===== src/rtl/z_branch.sv =====
// Conditional-branch unit: evaluates JMP/JMPZ/JPNZ against the flag register,
// fetches a two-byte target or requests a skip. Optional macro: Z_BRANCH_TIMEOUT_EN.
module z_branch #(
  parameter int AW  = 16,
  parameter int TMO = 15
) (
  input  logic          clk,
  input  logic          rst,
  input  logic [7:0]    zin,
  input  logic          start,
  input  logic [1:0]    cond,
  input  logic [7:0]    bus_in,
  input  logic          bus_vld,
  output logic          op_req,
  output logic          busy,
  output logic          pc_load,
  output logic          pc_skip,
  output logic [AW-1:0] pc_target,
  output logic          taken,
  output logic          done,
  output logic          err,
  output logic [2:0]    dbg_state
);

  typedef enum logic [2:0] {
    IDLE     = 3'd0,
    EVAL     = 3'd1,
    FETCH_LO = 3'd2,
    FETCH_HI = 3'd3,
    LOAD     = 3'd4,
    SKIP     = 3'd5
  } state_t;

  state_t     state;
  state_t     nxt;
  logic [1:0] cond_q;
  logic       zero_q;
  logic       take_c;
  logic       fetching;
  logic       tmo_hit;

  assign dbg_state = state;
  assign fetching  = (state == FETCH_LO) || (state == FETCH_HI);

  // Decision uses only the values captured with start; zin may move afterwards.
  always_comb begin
    take_c = 1'b0;
    case (cond_q)
      2'b00:   take_c = 1'b1;
      2'b01:   take_c = zero_q;
      2'b10:   take_c = !zero_q;
      default: take_c = 1'b0;
    endcase
  end

`ifdef Z_BRANCH_TIMEOUT_EN
  localparam int CW = $clog2(TMO + 1);
  logic [CW-1:0] cnt;
  assign tmo_hit = fetching && !bus_vld && (cnt == CW'(TMO - 1));
`else
  logic unused_tmo;
  assign unused_tmo = (TMO == 0);
  assign tmo_hit    = 1'b0;
`endif

  always_comb begin
    nxt = state;
    case (state)
      IDLE:     if (start) nxt = EVAL;
      EVAL:     nxt = take_c ? FETCH_LO : SKIP;
      FETCH_LO: if (bus_vld) nxt = FETCH_HI;
                else if (tmo_hit) nxt = SKIP;
      FETCH_HI: if (bus_vld) nxt = LOAD;
                else if (tmo_hit) nxt = SKIP;
      LOAD:     nxt = IDLE;
      SKIP:     nxt = IDLE;
      default:  nxt = IDLE;
    endcase
  end

  // Pulse outputs are registered from the next state so they line up with it.
  always_ff @(posedge clk) begin
    if (!rst) begin
      state     <= IDLE;
      cond_q    <= 2'b00;
      zero_q    <= 1'b0;
      op_req    <= 1'b0;
      busy      <= 1'b0;
      pc_load   <= 1'b0;
      pc_skip   <= 1'b0;
      done      <= 1'b0;
      taken     <= 1'b0;
      err       <= 1'b0;
      pc_target <= '0;
`ifdef Z_BRANCH_TIMEOUT_EN
      cnt       <= '0;
`endif
    end else begin
      state   <= nxt;
      op_req  <= (nxt == FETCH_LO) || (nxt == FETCH_HI);
      busy    <= (nxt != IDLE);
      pc_load <= (nxt == LOAD);
      pc_skip <= (nxt == SKIP);
      done    <= (nxt == LOAD) || (nxt == SKIP);

      if (state == IDLE && start) begin
        cond_q <= cond;
        zero_q <= (zin == 8'h00);
        err    <= 1'b0;
        taken  <= 1'b0;
      end

      if (state == EVAL) begin
        taken <= take_c;
        if (cond_q == 2'b11) err <= 1'b1;
      end

      if (state == FETCH_LO && bus_vld) pc_target[7:0] <= bus_in;
      if (state == FETCH_HI && bus_vld) pc_target[AW-1:8] <= (AW-8)'(bus_in);

      if (tmo_hit) begin
        err   <= 1'b1;
        taken <= 1'b0;
      end

`ifdef Z_BRANCH_TIMEOUT_EN
      if (nxt != state)
        cnt <= '0;
      else if (fetching && !bus_vld)
        cnt <= cnt + 1'b1;
`endif
    end
  end

endmodule


===== config.mk =====
export PLATFORM = sky130hd
export DESIGN_NAME = z_branch
export DESIGN_NICKNAME = d
export VERILOG_FILES = /design/src/rtl/z_branch.sv
export SDC_FILE = /design/constraint.sdc
export NUM_CORES = 1
export LEC_CHECK = 0
export CAP_MARGIN = 20
export CORE_UTILIZATION = 34
export DETAILED_ROUTE_END_ITERATION = 16
export PLACE_DENSITY = 0.67
export SYNTH_ARGS = -nofsm -noshare
export SYNTH_HDL_FRONTEND = slang
export SYNTH_SLANG_ARGS = --single-unit

===== constraint.sdc =====
create_clock -name clk -period 2 [get_ports clk]
set_input_delay 0.5 -clock clk [delete_from_list [all_inputs] [get_ports clk]]
set_output_delay 0.5 -clock clk [all_outputs]
set_load 0.1 [all_outputs]

==> reports/qor.csv <==
stage,metric,value,unit
run_status,status,"complete, no violations",
placement,Setup WS pre-CTS,0.1156,ns
placement,RD Place Congestion,0.7491,
synth,Ys Warns,0,
setup_path,RR Endpoint,pc_target[1],
setup_path,"Slowest-stage cell, CP",dfxtp_1,
setup_path,RR Startpoint,dbg_state[1],
route,Routed WL,2558,um
cts,clock-pin slew on the worst setup and hold paths,0.08,ns
floorplanning,Starting Density,36.92,%
setup_path,CP Buf/Inv Count,1,
placement,IO Port Bufs,47,
cts,Post-CTS Resized,0,
synth,Syn Area/Cell,10.13,um^2
global_route,grt total ovfl,0,
cts,H-tree Lvls,2,
cells_and_area,fin area,1720,um^2
cells_and_area,layout overhead on the synthesized area,48.97,%
route,DR iter-0 viols,6,
setup_path,CP max FO,12,
setup_path,data arrival time of the worst path,1.20,ns
sta,final worst slack,0.2999,ns
synth,Gate Count Post-Synth,114,
sta,RSZ-0062 raised after global routing,false,
worst_hold_path,hold path startpoint,pc_target[9],
setup_path,Worst Path Required,1.50,ns
synth,#FFs+latches synth,29,
cells_and_area,"commonest cells after routing, fill and taps aside","dfxtp_1 (29), buf_4 (25), clkdlybuf4s50_1 (21)",
worst_hold_path,Hold Path Class,register to register,
sta,Clock Skew,0.002309,ns
floorplanning,CORE AREA,3128,um^2
cells_and_area,FILL cells,304,
route,Pre-antenna DRT Iters,2,
setup_path,startpoint types,register,
sta,Max Slew Vio Count,0,
worst_hold_path,sink of the worst hold path,pc_target[9],
sta,Fin Setup TNS,0,ns
setup_path,kind of critical path,register to output pin,
run,Max Cap Viol,0,
floorplanning,Die Span Y,60.28,um
synth,"Distinct cells, synth",31,
route,Routed Antenna Nets,0,
placement,detailed placement HPWL,1927,um
sta,final setup vio count,0,
synth,register area share after synthesis,50.27,%
sta,Max Freq,588.2,MHz
setup_path,worst path cell trace,buf_12,
global_route,initial antenna violation count,0,
cts,Clock Latency Late Sink,0.32,ns
cts,Bufs on Longest Clock Path,2,
setup_path,Critical Path Max Stage Delay,0.64,ns
synth,post-synth design cell area,1155,um^2
power,maximum vdd drop,0.4813,mV
global_route,largest net degree at the start of global routing,29,
cells_and_area,"most common cell after layout, fill and taps aside",dfxtp_1,
cts,CTS tree,done,
placement,placed cell count,202,
setup_path,family with the most delay on the worst path,flip-flops,
cells_and_area,nets,187,
cts,CTS Hold Bufs,0,
global_route,Total GRT Usage,16.44,%
floorplanning,standard-cell rows,20,
setup_path,worst reg2reg path depth,4,
sta,min cycle time layout,1.700,ns
floorplanning,Die Wd,60.28,um
floorplanning,Top Ports,48,
route,vias,977,
synth,synthesized net count,136,
setup_path,Crit. End Element,output pin,
cts,Post-CTS Setup Bufs,0,
sta,final hold violation count,0,
placement,Post-DP Area,1665,um^2
cts,CTS Root Cell,clkbuf_4,
floorplanning,die area,3634,um^2
worst_hold_path,Hold Crit Depth,2,
cells_and_area,Non-Filler Instances,209,
route,number of remaining DRC errors,0,
cells_and_area,Diodes inserted,0,
sta,slew margin rel.,66.46,%
cells_and_area,fraction of final layout cells with drive strength greater than 1,23.03,%
power,Leakage,0.0006693,uW
cts,clk sinks,29,
global_route,first-pass GRT wire length,4215,um
sta,Final Cycle Share,85.01,%
power,power density over the cells,781.6,nW/um^2
setup_path,worst reg-to-reg setup slack,0.52,ns
route,DR WL/cell,12.24,um
sta,worst slew pin tran,0.5025,ns
global_route,vias in the first global route,962,
route,vias per cell,4.675,
cts,CTS buffer count,5,
## report_power, final
group / switching, uW / leakage (uW) / internal (uW)
registers: 34.0 / 0.000235 / 603
clock network: 183 / 0.0000314 / 166
logic: 224 / 0.000403 / 135
## per-stage QoR
step	hold WS, ns	utilization (%)	total power (uW)
finish	0.4597	55.00	1345
global route	0.4854	55.00	1417
CTS	0.4619	55.00	1366
detailed placement	0.4498	53.24	1012
global placement	0.4465	53.24	1010
floorplan	0.4494	-	893.3
## layout make-up
cell class / instances / area (um^2) / share of cell area (%)
multi-input cells: 78 / 531.8 / 30.91
clock buffers: 7 / 55.05 / 3.200
flip-flops and latches: 29 / 580.6 / 33.75
repair buffers: 51 / 498.0 / 28.95
well taps: 44 / 55.05 / 3.200
## worst max-delay path by stage
stage                  from            end  slack, ns  cells after the start
2_1_floorplan  dbg_state[0]  pc_target[10]       0.16                      5
3_3_place_gp        bus_vld   pc_target[3]       0.16                      5
3_5_place_dp        bus_vld   pc_target[1]       0.12                      5
4_1_cts        dbg_state[0]   dbg_state[0]       0.29                      1
5_1_grt        dbg_state[1]   dbg_state[1]       0.21                      1
6_report       dbg_state[0]   dbg_state[0]       0.30                      1
## layer usage
| metal | GRT usage (%) | vias up | routed length (um) |
|---|---|---|---|
| li1 | - | 493 | - |
| met1 | 19.42 | 445 | 1159 |
| met2 | 26.69 | 39 | 1222 |
| met3 | 7.792 | 0 | 175 |
| met4 | 3.987 | 0 | 0 |
| met5 | 0 | - | 0 |
## sequential cells by signal, summed over array words and instances, names as in the netlist
register,flops
op_req,1
err,1
cond_q,2
pc_target,16
pc_load,1
taken,1
pc_skip,1
busy,1
dbg_state,3
zero_q,1
done,1
## cell usage after synthesis
cell       count  area, um^2
buf_6          1       11.26
nor3_1         1       5.000
and2b_1        1       7.510
buf_4          2       15.01
nand4_1        1       6.260
nor4_1         2       12.51
buf_2          1       5.000
dfxtp_1       29       580.6
nor2b_1       10       62.56
and4bb_1       1       12.51
nor3b_2        1       12.51
xor2_1         1       8.760
nand2b_1       1       6.260
and4b_1        1       10.01
nor2_1         1       3.750
nand3_1        1       5.000
o21a_1         2       15.01
nand4b_1       1       8.760
and2_1         2       12.51
nand2_1       19       71.32
nor4b_4        1       23.77
nor3b_1        2       15.01
or3b_1         1       8.760
a21boi_1       8       60.06
o21ai_0        2       10.01
a21boi_0       1       7.510
nand3b_1       1       7.510
o2bb2ai_1      1       8.760
mux2i_1       11       110.1
a21oi_1        4       20.02
clkbuf_1       3       11.26
## cell families (layout without fill, tap and decap cells)
| logic type | count (synthesis) | in the layout | synth area share (%) |
|---|---|---|---|
| compound gates | 18 | 18 | 10.51 |
| xor+xnor | 1 | 1 | 0.7585 |
| buf+inv | 7 | 58 | 3.683 |
| flops | 29 | 29 | 50.27 |
| mux | 11 | 11 | 9.535 |
| simple gates | 48 | 48 | 25.24 |
Power figures use the tool's default switching activity.
